### src/rtl/mips_pkg.sv
// Shared constants for the MIPS core: jump-control encodings and the
// default reset, exception and fetch-window addresses.
package mips_pkg;

  typedef enum logic [1:0] {
    JC_SEQ = 2'b00,
    JC_J   = 2'b01,
    JC_JR  = 2'b10
  } j_ctrl_e;

  localparam logic [31:0] RESET_PC = 32'h0000_3000;
  localparam logic [31:0] EXC_PC   = 32'h0000_4180;
  localparam logic [31:0] IM_BASE  = 32'h0000_3000;
  localparam logic [31:0] IM_BYTES = 32'h0000_4000;

endpackage

### src/rtl/pc_unit_if.sv
// Control, redirect and fetch-port signals between the D/M hazard logic,
// the PC unit and the instruction-memory port.
interface pc_unit_if;
  logic        stall;
  logic        f_ready;
  logic [31:0] d_pc;
  logic [31:0] d_offset;
  logic [25:0] d_imm26;
  logic [31:0] d_ra;
  logic [1:0]  j_ctrl;
  logic        d_is_branch;
  logic        cmp_out;
  logic        exc_req;
  logic        eret_req;
  logic [31:0] epc;
  logic [31:0] f_pc;
  logic        f_adel;
  logic        redirect_pending;

  modport master (
    output stall, f_ready, d_pc, d_offset, d_imm26, d_ra, j_ctrl,
           d_is_branch, cmp_out, exc_req, eret_req, epc,
    input  f_pc, f_adel, redirect_pending
  );

  modport slave (
    input  stall, f_ready, d_pc, d_offset, d_imm26, d_ra, j_ctrl,
           d_is_branch, cmp_out, exc_req, eret_req, epc,
    output f_pc, f_adel, redirect_pending
  );
endinterface

### src/rtl/pc_target.sv
// Combinational redirect decision and target address for the instruction in D.
module pc_target
  import mips_pkg::*;
(
  input  logic [31:0] d_pc,
  input  logic [31:0] d_offset,
  input  logic [25:0] d_imm26,
  input  logic [31:0] d_ra,
  input  logic [1:0]  j_ctrl,
  input  logic        d_is_branch,
  input  logic        cmp_out,
  output logic        d_redir,
  output logic [31:0] target
);

  logic [31:0] seq_pc;

  assign seq_pc = d_pc + 32'd4;

  // Encoding 11 falls into the default arm and behaves like sequential/branch.
  always_comb begin
    d_redir = 1'b0;
    target  = seq_pc + d_offset;
    case (j_ctrl)
      JC_J: begin
        d_redir = 1'b1;
        target  = {seq_pc[31:28], d_imm26, 2'b00};
      end
      JC_JR: begin
        d_redir = 1'b1;
        target  = d_ra;
      end
      default: d_redir = d_is_branch & cmp_out;
    endcase
  end

endmodule

### src/rtl/pc_unit.sv
// Fetch-stage PC register with exception/eret entry, hazard stall and a
// one-entry pending-redirect buffer covering instruction-memory back-pressure.
module pc_unit #(
  parameter logic [31:0] RESET_PC = mips_pkg::RESET_PC,
  parameter logic [31:0] EXC_PC   = mips_pkg::EXC_PC,
  parameter logic [31:0] IM_BASE  = mips_pkg::IM_BASE,
  parameter logic [31:0] IM_BYTES = mips_pkg::IM_BYTES
) (
  input logic       clk,
  input logic       reset,
  pc_unit_if.slave  bus
);

  logic [31:0] pc_reg, pc_next;
  logic [31:0] pend_pc_reg, pend_pc_next;
  logic        pend_valid_reg, pend_valid_next;
  logic        d_redir;
  logic [31:0] d_target;
  logic        adv;
  logic [32:0] pc_ext, win_lo, win_hi;

  pc_target u_target (
    .d_pc        (bus.d_pc),
    .d_offset    (bus.d_offset),
    .d_imm26     (bus.d_imm26),
    .d_ra        (bus.d_ra),
    .j_ctrl      (bus.j_ctrl),
    .d_is_branch (bus.d_is_branch),
    .cmp_out     (bus.cmp_out),
    .d_redir     (d_redir),
    .target      (d_target)
  );

  assign adv = !bus.stall && bus.f_ready;

  always_comb begin
    pc_next         = pc_reg;
    pend_pc_next    = pend_pc_reg;
    pend_valid_next = pend_valid_reg;
    if (bus.exc_req) begin
      pc_next         = EXC_PC;
      pend_valid_next = 1'b0;
    end else if (bus.eret_req) begin
      pc_next         = bus.epc;
      pend_valid_next = 1'b0;
    end else if (bus.stall) begin
      // D is re-presented after the stall, so its redirect is picked up then.
    end else if (adv) begin
      if (d_redir)             pc_next = d_target;
      else if (pend_valid_reg) pc_next = pend_pc_reg;
      else                     pc_next = pc_reg + 32'd4;
      pend_valid_next = 1'b0;
    end else if (d_redir && !pend_valid_reg) begin
      // A second redirect while one is parked is a branch in a delay slot; keep the first.
      pend_pc_next    = d_target;
      pend_valid_next = 1'b1;
    end
  end

  always_ff @(posedge clk) begin
    if (reset) begin
      pc_reg         <= RESET_PC;
      pend_pc_reg    <= '0;
      pend_valid_reg <= 1'b0;
    end else begin
      pc_reg         <= pc_next;
      pend_pc_reg    <= pend_pc_next;
      pend_valid_reg <= pend_valid_next;
    end
  end

  // 33-bit compare so IM_BASE + IM_BYTES cannot wrap to a small value.
  assign pc_ext = {1'b0, pc_reg};
  assign win_lo = {1'b0, IM_BASE};
  assign win_hi = {1'b0, IM_BASE} + {1'b0, IM_BYTES};

  assign bus.f_pc             = pc_reg;
  assign bus.f_adel           = (pc_reg[1:0] != 2'b00) || (pc_ext < win_lo) || (pc_ext >= win_hi);
  assign bus.redirect_pending = pend_valid_reg;

endmodule

### src/flat_wrapper.sv
// flat-port wrapper written by rule: the top's interface ports become plain ports
module pc_unit_flat 
#(
  parameter logic [31:0] RESET_PC = mips_pkg::RESET_PC,
  parameter logic [31:0] EXC_PC   = mips_pkg::EXC_PC,
  parameter logic [31:0] IM_BASE  = mips_pkg::IM_BASE,
  parameter logic [31:0] IM_BYTES = mips_pkg::IM_BYTES
)
  (clk, reset, bus_stall, bus_f_ready, bus_d_pc, bus_d_offset, bus_d_imm26, bus_d_ra, bus_j_ctrl, bus_d_is_branch, bus_cmp_out, bus_exc_req, bus_eret_req, bus_epc, bus_f_pc, bus_f_adel, bus_redirect_pending);
  pc_unit_if bus_i ();
  input logic clk;
  input logic reset;
  input wire logic [$bits(bus_i.stall)-1:0] bus_stall;
  input wire logic [$bits(bus_i.f_ready)-1:0] bus_f_ready;
  input wire logic [$bits(bus_i.d_pc)-1:0] bus_d_pc;
  input wire logic [$bits(bus_i.d_offset)-1:0] bus_d_offset;
  input wire logic [$bits(bus_i.d_imm26)-1:0] bus_d_imm26;
  input wire logic [$bits(bus_i.d_ra)-1:0] bus_d_ra;
  input wire logic [$bits(bus_i.j_ctrl)-1:0] bus_j_ctrl;
  input wire logic [$bits(bus_i.d_is_branch)-1:0] bus_d_is_branch;
  input wire logic [$bits(bus_i.cmp_out)-1:0] bus_cmp_out;
  input wire logic [$bits(bus_i.exc_req)-1:0] bus_exc_req;
  input wire logic [$bits(bus_i.eret_req)-1:0] bus_eret_req;
  input wire logic [$bits(bus_i.epc)-1:0] bus_epc;
  output wire logic [$bits(bus_i.f_pc)-1:0] bus_f_pc;
  output wire logic [$bits(bus_i.f_adel)-1:0] bus_f_adel;
  output wire logic [$bits(bus_i.redirect_pending)-1:0] bus_redirect_pending;
  assign bus_i.stall = bus_stall;
  assign bus_i.f_ready = bus_f_ready;
  assign bus_i.d_pc = bus_d_pc;
  assign bus_i.d_offset = bus_d_offset;
  assign bus_i.d_imm26 = bus_d_imm26;
  assign bus_i.d_ra = bus_d_ra;
  assign bus_i.j_ctrl = bus_j_ctrl;
  assign bus_i.d_is_branch = bus_d_is_branch;
  assign bus_i.cmp_out = bus_cmp_out;
  assign bus_i.exc_req = bus_exc_req;
  assign bus_i.eret_req = bus_eret_req;
  assign bus_i.epc = bus_epc;
  assign bus_f_pc = bus_i.f_pc;
  assign bus_f_adel = bus_i.f_adel;
  assign bus_redirect_pending = bus_i.redirect_pending;
  pc_unit #(.RESET_PC(RESET_PC), .EXC_PC(EXC_PC), .IM_BASE(IM_BASE), .IM_BYTES(IM_BYTES)) u_core (.clk(clk), .reset(reset), .bus(bus_i));
endmodule
### config.mk
export PLATFORM = sky130hd
export DESIGN_NAME = pc_unit_flat
export DESIGN_NICKNAME = d
export VERILOG_FILES = /design/src/rtl/mips_pkg.sv /design/src/rtl/pc_unit_if.sv /design/src/rtl/pc_target.sv /design/src/rtl/pc_unit.sv /design/src/flat_wrapper.sv
export SDC_FILE = /design/constraint.sdc
export NUM_CORES = 1
export LEC_CHECK = 0
export BUFFER_PORTS_ARGS = -buffer_cell sky130_fd_sc_hd__buf_2
export CORE_MARGIN = 10
export CORE_UTILIZATION = 58
export DETAILED_ROUTE_END_ITERATION = 8
export PLACE_DENSITY = 0.88
export SYNTH_ARGS = -nofsm -noshare
export SYNTH_HDL_FRONTEND = slang
export SYNTH_SLANG_ARGS = --single-unit
### constraint.sdc
create_clock -name clk -period 5.5 [get_ports clk]
set_input_delay 0 -clock clk [delete_from_list [all_inputs] [get_ports clk]]
set_output_delay 0 -clock clk [all_outputs]
set_load 0.005 [all_outputs]
Word level (Yosys, flattened, before mapping)
Cells that the tools add are included.
- add/sub/neg operators: 3
- magnitude comparators: 2
- equality and inequality tests: 4
- mux-type cells: 10
- bitwise operators: 5
- reductions and logical operators: 17
- operators with widths (cell ; number):
    $mux W32 ; 5
    $add A32 B3 Y32 const B ; 2
    $pmux W32 S2 ; 1
    $add A32 B32 Y32 ; 1
    $ge A32 B15 Y1 const B ; 1
    $lt A32 B14 Y1 const B ; 1
    $mux W15 ; 1
    $reduce_and A2 Y1 ; 3
    $reduce_bool A2 Y1 ; 3
    $reduce_and A5 Y1 ; 1
    $not A1 Y1 ; 4
    $reduce_or A2 Y1 ; 2
    $mux W1 ; 3
    $ne A3 B1 Y1 const B ; 1
    $reduce_bool A3 Y1 ; 1
    $reduce_or A3 Y1 ; 1
    $eq A2 B1 Y1 const B ; 1
    $eq A2 B2 Y1 const B ; 1
    $logic_and A1 B1 Y1 ; 2
    $logic_not A1 Y1 ; 2
    $logic_or A1 B1 Y1 ; 2
    $ne A2 B1 Y1 const B ; 1
    $and A1 B1 Y1 ; 1
- register bits after elaboration: 65
- input port bits: 164
- output and inout bits: 34
- word-level logic and storage cells: 45

Longest topological paths before layout
Gate-level depths: netlist of run 1.
- word-level depth: 8
- mapped depth: 17
- mapped depth without buffers: 16

Hierarchy
A second synthesis of run 1 with hierarchy kept.
- cell total of the unflattened synthesis: 937
- area total of the unflattened synthesis: 6886.6 sq um
- modules (own cells, without submodules) (module ; instances ; cells each ; area each (sq um) ; seq. area each (sq um)):
    pc_unit ; 1 ; 517 ; 4036.4 ; 1301.2
    pc_target ; 1 ; 420 ; 2850.2 ; 0.0

Worst setup path after synthesis of run 1
Ideal clock, no wire load.
- path type: in2reg
- start point: in bus_d_pc[2]
- end point: reg u_core.pend_pc_reg[31]
- setup time: 132 ps
- arrival: 2814 ps
- required time: 5368 ps
- slack: 2554 ps
- stages: 17
- cells stage by stage: ha_1 and4_1 and3_1 buf_6 nand3_1 xnor2_1 ha_1 clkbuf_1 nand4_1 nor2_1 a221o_1 a211o_1 o21ai_1 o21ai_1 xnor2_1 a211oi_1 nor3_1
- cells in the longest elaborated chain, start to end: 3
- RTL lines (element ; RTL line ; source):
    start: declaration ; flat_wrapper.sv:15 ; input wire logic [$bits(bus_i.d_pc)-1:0] bus_d_pc;
    $add A32 B3 Y32 * ; pc_target.sv:18 ; assign seq_pc = d_pc + 32'd4;
    $add A32 B32 Y32 ; pc_target.sv:23 ; target = seq_pc + d_offset;
    $pmux W32 S2 * ; pc_target.sv:24 ; case (j_ctrl)
    end signal: assignment ; pc_unit.sv:67 ; pend_pc_reg <= pend_pc_next;
    end: declaration ; pc_unit.sv:15 ; logic [31:0] pend_pc_reg, pend_pc_next;
Mark *: on every way between the ends. The rest lies on a longest branch, timed or not.
A chain may end at the register's enable or synchronous reset.

Worst setup path after layout of run 1
Ends and elaborated chain as after synthesis.

==> reports/metrics.yaml, run 1 <==
period_share: 0.564
multiInputGateArea_um2: 5150
cts_sinks: 65
worst_ir_drop_vdd_uv: 276
timing_max_transition_violations_final: 0
io-pin-count: 198
postCtsSetupRepairBufs: 0
worst_hold_path.num_cells: 3
final_period_minus_worst_setup_slack_ns: 3.10
gpl.final_weighted_congestion: 0.946
drcViolationCount: 0
dominantRegCellSynth: "sky130_fd_sc_hd__dfxtp_1"
report.power.total_mw: 1.69
critPathKind: "input pin to flip-flop"
dieHeight_um: 128
violations: "negative hold slack"
layout-drive-gt1-share: 0.217
fillers: 958
post_drt_via_cell_ratio: 6.27
hold-path-endpoint: "u_core.bus.f_pc[21]"
antenna_left: 0
critical_path.reg2reg.endpoint: "u_core.bus.f_pc[31]"
core_area_um2: 11400
grt_antenna_before_repair: 0
min-delay-start: "bus_epc[21]"
floorplan.rows: 39
floorplan_die_width_um: 128
finalHoldViolations: 1
power_leakage_nw: 3.54
area.growth.synth_to_final_pct: 21.2
cts-hold-fix-buffers: 15
final_hold_slack_ns: -0.0000981
worst-path-max-fanout: 6
finish.net_count: 1329
synth.ff_latch_count: 65
mappedNetlistArea_um2: 6780
cts_bufs_inserted: 9
n_antenna_cell: 0
worst_ep_required_time_ns: 5.69
start_kind: "input pin"
floorplan.initialDensity: 0.594
min_path_type: "input pin to flip-flop"
htree_levels: 3
cts_resized: 0
floorplan.die_area_um2: 16400
synth_enable_flop_cells: 0
grtUsageTotal: 0.275
timing.slew.headroom: 0.353
worst_r2r_path_depth: 9
global_route_wire_length_before_repair_um: 37700
max_freq_mhz: 322
vias: 7987
outcome: "finished with violations"
detail_route.iter0.violations: 974
worst_skew_pair.late_latency_ns: 0.34
skew_ns: 0.00664
r2r_setup_slack_ns: 2.79
synth-seq-area-share: 0.192
cp_data_arrival_time_ns: 3.29
cellPowerDensity_nw_per_um2: 205
async_reset_ff_frac: 0
grt_start_max_net_pins: 70
syn_nets: 1157
yosys_warnings: 0
ff_latch_area_um2: 1300
maximum_number_of_buffers_from_clock_root_to_sink: 2
ctsRootBufferMaster: "sky130_fd_sc_hd__clkbuf_16"
synth.distinct_cells: 72
rsz0062_at_grt: "false"
wire_per_inst_um: 18.7
reg2reg_from: "u_core.bus.f_pc[2]"
global_route.overflow_total: 0
portBuffers: 197
place.detailed.hpwl_um: 18100
finalSetupTns_ns: 0
drtPass1Iterations: 5
endpoint_kind: "flip-flop"
drv_cap: 0
tightestPinTransition_ns: 0.967
largest_register_ff_count: 32
cts_tree: "done"
drt_wl_total_um: 23800
synth_cells: 953
synth.avg_cell_area_um2: 7.12
timing.final.setup_violations: 0
path_clk_slew_ns: 0.05
grt_pass1_vias: 7624
## how the worst max path moves through the flow
stage,start,to,slack [ns],depth (start not counted)
after global routing,bus_d_pc[2],u_core.pend_pc_reg[29],2.03,16
after floorplan,bus_d_pc[2],u_core.pend_pc_reg[31],2.55,17
after detailed placement,bus_d_pc[2],u_core.pend_pc_reg[31],2.06,16
final,bus_d_pc[2],u_core.pend_pc_reg[31],2.40,16
after CTS,bus_d_pc[2],u_core.pend_pc_reg[31],2.40,16
after global placement,bus_d_pc[2],u_core.pend_pc_reg[31],2.14,16
## cell usage in the layout, fill, tap and decap left out, types with 10 or more instances in the layout
master,instances
sky130_fd_sc_hd__ha_1,39
sky130_fd_sc_hd__dfxtp_1,64
sky130_fd_sc_hd__a21oi_1,81
sky130_fd_sc_hd__a211oi_1,23
sky130_fd_sc_hd__and3_1,22
sky130_fd_sc_hd__nand4_1,19
sky130_fd_sc_hd__inv_1,24
sky130_fd_sc_hd__nand2b_1,12
sky130_fd_sc_hd__nand3_1,36
sky130_fd_sc_hd__nor2_1,98
sky130_fd_sc_hd__buf_4,10
sky130_fd_sc_hd__xnor2_1,52
sky130_fd_sc_hd__nand2_1,99
sky130_fd_sc_hd__a221oi_1,13
sky130_fd_sc_hd__buf_2,197
sky130_fd_sc_hd__dlygate4sd3_1,15
sky130_fd_sc_hd__nor3_1,29
sky130_fd_sc_hd__o21ai_0,64
sky130_fd_sc_hd__a21o_1,23
sky130_fd_sc_hd__a31oi_1,12
sky130_fd_sc_hd__xor2_1,24
## worst max-delay path, stage by stage
cell	delay [ns]
sky130_fd_sc_hd__buf_2	0.11
sky130_fd_sc_hd__ha_1	0.20
sky130_fd_sc_hd__and4_1	0.25
sky130_fd_sc_hd__and3_1	0.31
sky130_fd_sc_hd__and3_4	0.27
sky130_fd_sc_hd__nand3_1	0.09
sky130_fd_sc_hd__xnor2_1	0.26
sky130_fd_sc_hd__ha_1	0.33
sky130_fd_sc_hd__a21oi_1	0.18
sky130_fd_sc_hd__o21ai_0	0.16
sky130_fd_sc_hd__or3_1	0.33
sky130_fd_sc_hd__o21ai_1	0.22
sky130_fd_sc_hd__o21ai_1	0.12
sky130_fd_sc_hd__xnor2_1	0.15
sky130_fd_sc_hd__a211oi_1	0.23
sky130_fd_sc_hd__nor3_1	0.08
## report_power, final
part | internal, mW | leakage [nW] | switching [mW]
Combinational | 0.245 | 2.87 | 0.358
Sequential | 0.492 | 0.531 | 0.0243
Clock | 0.362 | 0.144 | 0.204
Total | 1.10 | 3.54 | 0.586
## routing by layer
layer / part of all wire / track usage / up-vias
met5: 0 / 0 / -
met4: 0.017 / 0.0768 / 0
met3: 0.12 / 0.0827 / 40
met2: 0.43 / 0.413 / 480
met1: 0.43 / 0.371 / 3615
li1: - / - / 3852
## logic make-up after synthesis
logic type	after synthesis	synth area share
simple gates	367	0.264
compound gates	308	0.302
buf+inv	85	0.0496
xor+xnor	77	0.101
flops	65	0.192
fa+ha+maj	40	0.0749
mux	11	0.0166
## cell type report
cell class | instances | area share
inverters | 24 | 0.0110
clock buffers | 13 | 0.0304
well taps | 143 | 0.0218
multi-input cells | 803 | 0.626
flip-flops and latches | 65 | 0.158
clock inverters | 3 | 0.00487
repair buffers | 222 | 0.147
## cell usage after synthesis, drive strengths merged (4+ instances only)
cell / count / area share
a22oi: 8 / 0.0089
o31ai: 5 / 0.0055
nand4: 19 / 0.018
buf: 9 / 0.0076
xor2: 24 / 0.031
nand2b: 13 / 0.012
ha: 39 / 0.072
nand3: 37 / 0.028
a21oi: 85 / 0.065
nor2: 98 / 0.054
a2111oi: 5 / 0.0092
o21ai: 71 / 0.053
mux2i: 9 / 0.013
a21o: 23 / 0.025
inv: 24 / 0.013
a221oi: 13 / 0.017
and4: 6 / 0.0077
a211oi: 25 / 0.029
and3: 23 / 0.022
a211o: 7 / 0.0090
a311oi: 4 / 0.0052
nand2: 99 / 0.055
or3: 8 / 0.0074
a31oi: 12 / 0.011
nor3: 30 / 0.023
a221o: 7 / 0.010
and2: 7 / 0.0065
clkbuf: 52 / 0.029
a22o: 8 / 0.012
o211ai: 7 / 0.0077
o21a: 4 / 0.0044
nor2b: 6 / 0.0055
dfxtp: 65 / 0.19
xnor2: 53 / 0.070
nor4: 8 / 0.0083
a31o: 4 / 0.0052
## metrics by stage
step / worst slack (ns) / cells / hold slack, ns / area, um2 / util
floorplan: 2.55 / 953 / 0.135 / 6780 / -
global placement: 2.14 / 1242 / 0.229 / 7780 / 0.681
detailed placement: 2.06 / 1242 / 0.227 / 7780 / 0.681
CTS: 2.40 / 1273 / 0.00114 / 8220 / 0.720
global route: 2.03 / 1273 / 0.0216 / 8220 / 0.720
finish: 2.40 / 1273 / -0.0000981 / 8220 / 0.720
Note: power is estimated with default switching activity, not from simulation.
==> run 2: changes to the inputs <==
--- a/config.mk
+++ b/config.mk
@@ -5,11 +5,12 @@
 export SDC_FILE = /design/constraint.sdc
 export NUM_CORES = 1
 export LEC_CHECK = 0
+export ABC_AREA = 1
 export BUFFER_PORTS_ARGS = -buffer_cell sky130_fd_sc_hd__buf_2
 export CORE_MARGIN = 10
-export CORE_UTILIZATION = 58
+export CORE_UTILIZATION = 50
 export DETAILED_ROUTE_END_ITERATION = 8
-export PLACE_DENSITY = 0.88
+export PLACE_DENSITY = 0.79
 export SYNTH_ARGS = -nofsm -noshare
 export SYNTH_HDL_FRONTEND = slang
 export SYNTH_SLANG_ARGS = --single-unit
==> constraint.sdc (replaced) <==
create_clock -name clk -period 2.7 [get_ports clk]
set_input_delay 0 -clock clk [delete_from_list [all_inputs] [get_ports clk]]
set_output_delay 0 -clock clk [all_outputs]
set_load 0.005 [all_outputs]
==> run 2 against run 1 <==
The run still ends with negative hold slack left. Critical path depth up 9. Flip-flop and latch count unchanged. Clock skew increased by 0.0014 ns. Die area increased by 26%. Sequential share of layout area down 3.1 points. Wire length grew 30%. Register-to-register slack got worse by 2.2 ns. Worst hold slack got worse by 0.0012 ns. Power grew 120%. Global-route usage increased by 1.0 points. Critical path type unchanged. Largest power group unchanged.
==> reports/metrics.yaml, run 2 <==
outcome: "finished with violations"
largest_register_ff_count: 32
timing.slew.headroom: 0.587
crit_top_cell: "sky130_fd_sc_hd__nand2_1"
io-pin-count: 198
finish.utilization: 0.676
period_share: 0.944
dominantRegCellSynth: "sky130_fd_sc_hd__dfxtp_1"
cellPowerDensity_nw_per_um2: 366
area.growth.synth_to_final_pct: 33.4
synth_top_cell_by_area: "sky130_fd_sc_hd__nand2_1"
floorplan.die_area_um2: 20700
cp_data_arrival_time_ns: 2.79
worst_ep_required_time_ns: 2.94
grt_antenna_before_repair: 0
grt_pass1_vias: 9403
report.power.total_mw: 3.75
drcViolationCount: 0
floorplan_die_width_um: 144
wire_per_inst_um: 16.5
floorplan.initialDensity: 0.507
timing_max_transition_violations_final: 0
max_freq_mhz: 392
rsz0062_at_grt: "true"
core_area_um2: 15100
mappedNetlistArea_um2: 7670
synth.ff_latch_count: 65
gpl.final_weighted_congestion: 0.981
timing.final.setup_violations: 0
drtPass1Iterations: 6
vias: 10000
worst_ir_drop_vdd_uv: 258
endpoint_kind: "flip-flop"
drt_wl_total_um: 30900
grtUsageTotal: 0.285
htree_levels: 3
slowest_cell_on_the_critical_path: "sky130_fd_sc_hd__ha_1"
dieHeight_um: 144
tightestPinTransition_ns: 0.620
critPathKind: "input pin to flip-flop"
layout-drive-gt1-share: 0.244
synth-seq-area-share: 0.170
path_clk_slew_ns: 0.05
synth.top_cell.area_share: 0.217
worst_skew_pair.late_latency_ns: 0.34
antenna_left: 0
grt_start_max_net_pins: 48
mostFrequentLayoutCells: "sky130_fd_sc_hd__nand2_1, sky130_fd_sc_hd__inv_1, sky130_fd_sc_hd__buf_2, sky130_fd_sc_hd__nor2_1, sky130_fd_sc_hd__buf_4"
synth.avg_cell_area_um2: 5.51
skew_ns: 0.00802
portBuffers: 197
mostFrequentLayoutCell: "sky130_fd_sc_hd__nand2_1"
cts_bufs_inserted: 9
synth.top_cells.by_count: "sky130_fd_sc_hd__nand2_1, sky130_fd_sc_hd__inv_1, sky130_fd_sc_hd__nor2_1, sky130_fd_sc_hd__a21oi_1, sky130_fd_sc_hd__nand3_1"
finish.net_count: 1889
top_cells_by_area_in_the_synthesized_netlist: "sky130_fd_sc_hd__nand2_1, sky130_fd_sc_hd__dfxtp_1, sky130_fd_sc_hd__inv_1, sky130_fd_sc_hd__a21oi_1, sky130_fd_sc_hd__nor2_1"
synth_enable_flop_cells: 0
post_drt_via_cell_ratio: 5.35
n_antenna_cell: 0
maximum_number_of_buffers_from_clock_root_to_sink: 2
power_leakage_nw: 5.45
min_path_type: "input pin to flip-flop"
start_kind: "input pin"
ctsRootBufferMaster: "sky130_fd_sc_hd__clkbuf_16"
floorplan.rows: 45
syn_nets: 1596
finalHoldViolations: 3
global_route.overflow_total: 0
async_reset_ff_frac: 0
synth_cells: 1392
final_hold_slack_ns: -0.00132
cts_tree: "done"
global_route_wire_length_before_repair_um: 47500
violations: "negative hold slack"
post-synth-top-count-cell: "sky130_fd_sc_hd__nand2_1"
synth.distinct_cells: 50
cts_sinks: 65
place.detailed.hpwl_um: 25400
worst-path-max-fanout: 4
detail_route.iter0.violations: 807
maximum_single_stage_delay_on_the_critical_path_ns: 0.39
yosys_warnings: 0
drv_cap: 0
final_period_minus_worst_setup_slack_ns: 2.55
## run 2: cell type report
class | count | area [um2]
Multi-Input combinational cell | 1072 | 5650
Fill cell | 1455 | 4910
Timing Repair Buffer | 317 | 1930
Sequential cell | 65 | 1300
Inverter | 220 | 826
Clock buffer | 11 | 243
Tap cell | 188 | 235
Clock inverter | 4 | 53.8
## run 2: worst paths after layout
check / start / end / slack [ns] / depth (start not counted)
setup / recovery: bus_d_pc[2] / u_core.bus.f_pc[26] / 0.15 / 25
hold / removal: bus_epc[26] / u_core.bus.f_pc[26] / -0.001 / 5
setup reg to reg: u_core.bus.f_pc[2] / u_core.bus.f_pc[16] / 0.56 / 10
hold reg to reg: u_core.bus.f_pc[21] / u_core.bus.f_pc[21] / 0.49 / 2
## run 2: per-stage QoR
stage	cells	setup WS [ns]	TNS (ns)	area (um2)
after floorplan	1392	0.267	0	7670
after global placement	1841	-0.201	-2.89	9470
after detailed placement	1841	-0.266	-4.23	9470
after CTS	1872	0.0672	0	9930
after global routing	1877	-0.0719	-0.284	10200
final	1877	0.151	0	10200
## run 2: worst max-delay path: cells and delay by family
| kind | cells | cell delay, ns |
|---|---|---|
| XOR/XNOR | 1 | 0.15 |
| buffers and inverters | 4 | 0.51 |
| AND/OR/NAND/NOR | 18 | 1.58 |
| adder cells (fa/ha/maj) | 2 | 0.53 |
## run 2: cell families (layout without fill, tap and decap cells)
| group | count (synthesis) | in the layout | share of synthesized area |
|---|---|---|---|
| and+or+nand+nor | 753 | 753 | 0.417 |
| AOI/OAI and AO/OA | 248 | 248 | 0.182 |
| xor gates and xnor gates | 31 | 31 | 0.0354 |
| buffers and inverters | 255 | 552 | 0.129 |
| DFF | 65 | 65 | 0.170 |
| adders and majority gates | 40 | 40 | 0.0662 |
## run 2: layer usage
layer,vias up,global-route usage,wire [um]
met5,-,0,0
met4,0,0.108,1050
met1,4477,0.349,12500
li1,5051,-,-
met2,449,0.485,14800
met3,66,0.0502,2570
## run 2: power by group
part	leakage, nW	internal, mW	switching, mW	total (mW)
Combinational	4.79	0.604	0.898	1.50
Clock	0.138	0.736	0.449	1.19
Sequential	0.531	1.01	0.0544	1.06
Total	5.45	2.35	1.40	3.75
## run 2: repair_timing
item | 4_1_cts | 5_1_grt
setup buffers | 0 | 5
hold buffers | 16 | 0
hold endpoints to repair | 16 | 0
gates resized for setup | 0 | 72
setup endpoints to repair | 0 | 31
==> run 3: changes to the inputs <==
--- a/config.mk
+++ b/config.mk
@@ -13,4 +13,5 @@
 export PLACE_DENSITY = 0.79
 export SYNTH_ARGS = -nofsm -noshare
 export SYNTH_HDL_FRONTEND = slang
+export SYNTH_HIERARCHICAL = 1
 export SYNTH_SLANG_ARGS = --single-unit
==> run 3 against run 2 <==
The flow now finishes without violations. Synthesized cell count up 1.1%. Clock power down 3%. Sequential share of layout area up 0.47 points. Synthesized area down 0.57%. Die area down 0.49%. Design area down 3.6%. Sequential power about the same. Combinational power down 5%. Largest power group unchanged. Register-to-register slack better by 0.06 ns. Power down 2.5%. Clock skew down 0.0029 ns. Core utilization down 2.2 points. Critical endpoint is now u_core/bus.f_pc[27].
==> reports/metrics.yaml, run 3 <==
global_route_wire_length_before_repair_um: 45700
wire_per_inst_um: 15.7
synth.ff_latch_count: 65
floorplan_die_width_um: 144
power_leakage_nw: 5.37
async_reset_ff_frac: 0
start_kind: "input pin"
outcome: "complete, no violations"
area.growth.synth_to_final_pct: 29.4
vias: 9929
synth-seq-area-share: 0.171
grt_start_max_net_pins: 39
mappedNetlistArea_um2: 7630
grt_pass1_vias: 9341
synth.avg_cell_area_um2: 5.42
maximum_number_of_buffers_from_clock_root_to_sink: 2
floorplan.rows: 45
finish.net_count: 1878
setup_ws_ns: 0.166
ctsRootBufferMaster: "sky130_fd_sc_hd__clkbuf_16"
largest_register_ff_count: 32
synth.distinct_cells: 45
syn_nets: 1610
floorplan.initialDensity: 0.506
mostFrequentLayoutCells: "sky130_fd_sc_hd__nand2_1, sky130_fd_sc_hd__buf_2, sky130_fd_sc_hd__nor2_1, sky130_fd_sc_hd__inv_1, sky130_fd_sc_hd__nand3_1"
n_antenna_cell: 0
dp_worst_setup_slack_ns: -0.167
drcViolationCount: 0
worst-path-max-fanout: 4
final_period_minus_worst_setup_slack_ns: 2.53
critPathKind: "input pin to flip-flop"
cts_tree: "done"
place.detailed.hpwl_um: 24000
synth_enable_flop_cells: 0
floorplan.die_area_um2: 20600
placed_cells_incl_taps: 1840
period_share: 0.938
mostFrequentLayoutCell: "sky130_fd_sc_hd__nand2_1"
finish.utilization: 0.654
core_area_um2: 15100
grtUsageTotal: 0.273
min-delay-start: "bus_epc[30]"
detail_route.iter0.violations: 956
drtPass1Iterations: 6
post_layout_nonfiller_instances: 1869
synth.top_cells.by_count: "sky130_fd_sc_hd__nand2_1, sky130_fd_sc_hd__nor2_1, sky130_fd_sc_hd__inv_1, sky130_fd_sc_hd__nand3_1, sky130_fd_sc_hd__a21oi_1"
fillers: 1556
skew_ns: 0.00513
htree_levels: 3
portBuffers: 197
layout-drive-gt1-share: 0.220
global_route.overflow_total: 0
grt_antenna_before_repair: 0
timing.final.setup_violations: 0
post-synth-top-count-cell: "sky130_fd_sc_hd__nand2_1"
top_cells_by_area_in_the_synthesized_netlist: "sky130_fd_sc_hd__nand2_1, sky130_fd_sc_hd__dfxtp_1, sky130_fd_sc_hd__nor2_1, sky130_fd_sc_hd__inv_1, sky130_fd_sc_hd__nand3_1"
cts_sinks: 65
dieHeight_um: 144
worst_skew_pair.late_latency_ns: 0.33
worstSetupStartpoint: "bus_d_pc[2]"
cts_bufs_inserted: 9
cellPowerDensity_nw_per_um2: 370
path_clk_slew_ns: 0.05
gpl.final_weighted_congestion: 0.981
antenna_left: 0
synth_cells: 1408
io-pin-count: 198
rsz0062_at_grt: "true"
drv_cap: 0
synth.top_cell.area_share: 0.238
timing_max_transition_violations_final: 0
timing.slew.headroom: 0.350
yosys_warnings: 6
min_path_type: "input pin to flip-flop"
worst_ir_drop_vdd_uv: 296
cp_data_arrival_time_ns: 2.76
finalHoldViolations: 0
drt_wl_total_um: 29400
tightestPinTransition_ns: 0.974
finalSetupTns_ns: 0
max_freq_mhz: 395
post_drt_via_cell_ratio: 5.31
dominantRegCellSynth: "sky130_fd_sc_hd__dfxtp_1"
worst_ep_required_time_ns: 2.93
endpoint_kind: "flip-flop"
synth_top_cell_by_area: "sky130_fd_sc_hd__nand2_1"
reg2reg_from: "u_core/bus.f_pc[2]"
[run 3: cell count changes after synthesis, sizes merged, moves of 6 or more]
cell,delta
inv,-39
nor3,-10
nand3,+12
a21oi,-29
nand2,+46
nor2,+57
o22ai,+6
clkbuf,+6
o21ai,-11
a31oi,-7
[run 3: metrics by stage]
step                      hold WS [ns]  total power [mW]  cell area, um2
after global placement           0.238              2.42            9330
after detailed placement         0.245              2.44            9330
after global routing            0.0285              3.88            9870
after CTS                      0.00441              3.60            9700
final                          0.00748              3.66            9870
after floorplan                  0.139              1.88            7630
[run 3: worst paths after layout]
kind                            depth (start not counted)                     end  slack [ns]
worst min register to register                          2  u_core/pend_pc_reg[10]        0.46
worst max register to register                         12     u_core/bus.f_pc[20]        0.62
worst min-delay path                                    5     u_core/bus.f_pc[30]       0.007
worst max-delay path                                   25     u_core/bus.f_pc[27]        0.17
[run 3: power breakdown]
group / switching (mW) / leakage, nW / total [mW] / internal, mW
sequential: 0.0619 / 0.530 / 1.07 / 1.01
combinational: 0.858 / 4.69 / 1.43 / 0.573
clock: 0.417 / 0.144 / 1.15 / 0.737
[run 3: routing by layer]
layer  part of all wire  GRT usage  up-vias
met5                  0          0        -
met4              0.027     0.0811        0
met3              0.088     0.0452       56
met2               0.48      0.477      465
met1               0.40      0.335     4387
li1                   -          -     5021
[run 3: cell type report]
type / count / area, um2 / share of cell area
Clock buffer: 13 / 250 / 0.0253
Clock inverter: 3 / 40.0 / 0.00406
Inverter: 181 / 679 / 0.0688
Multi-Input combinational cell: 1123 / 5620 / 0.569
Sequential cell: 65 / 1300 / 0.132
Tap cell: 188 / 235 / 0.0238
Timing Repair Buffer: 296 / 1750 / 0.177
[run 3: logic make-up after synthesis]
family          synth area share
compound gates             0.152
flops                      0.171
buf+inv                    0.112
simple gates               0.462
xor+xnor                  0.0402
fa+ha+maj                 0.0633
[run 3: timing repair]
action / 4_1_cts / 5_1_grt
endpoints found under the hold margin: 8 / 0
resized for setup: 0 / 39
buffers inserted: 0 / 5
hold buffers: 8 / 0
setup endpoints to repair: 0 / 14
[run 3: critical path: stages]
cell	delay, ns
sky130_fd_sc_hd__buf_2	0.09
sky130_fd_sc_hd__ha_1	0.16
sky130_fd_sc_hd__nand2_1	0.08
sky130_fd_sc_hd__nor2_2	0.11
sky130_fd_sc_hd__nand2_2	0.09
sky130_fd_sc_hd__nor2_4	0.17
sky130_fd_sc_hd__nand3_4	0.11
sky130_fd_sc_hd__nor2_4	0.11
sky130_fd_sc_hd__nand2_1	0.07
sky130_fd_sc_hd__xnor2_1	0.13
sky130_fd_sc_hd__ha_1	0.38
sky130_fd_sc_hd__nand2_2	0.11
sky130_fd_sc_hd__nor2_2	0.14
sky130_fd_sc_hd__buf_4	0.12
sky130_fd_sc_hd__inv_1	0.03
sky130_fd_sc_hd__o21bai_1	0.18
sky130_fd_sc_hd__nor2_1	0.09
sky130_fd_sc_hd__nand2_1	0.07
sky130_fd_sc_hd__nand2_1	0.05
sky130_fd_sc_hd__nand3_1	0.08
sky130_fd_sc_hd__nand2_1	0.08
sky130_fd_sc_hd__a21oi_1	0.13
sky130_fd_sc_hd__nand2_1	0.07
sky130_fd_sc_hd__nand2_1	0.06
sky130_fd_sc_hd__nand2_1	0.04
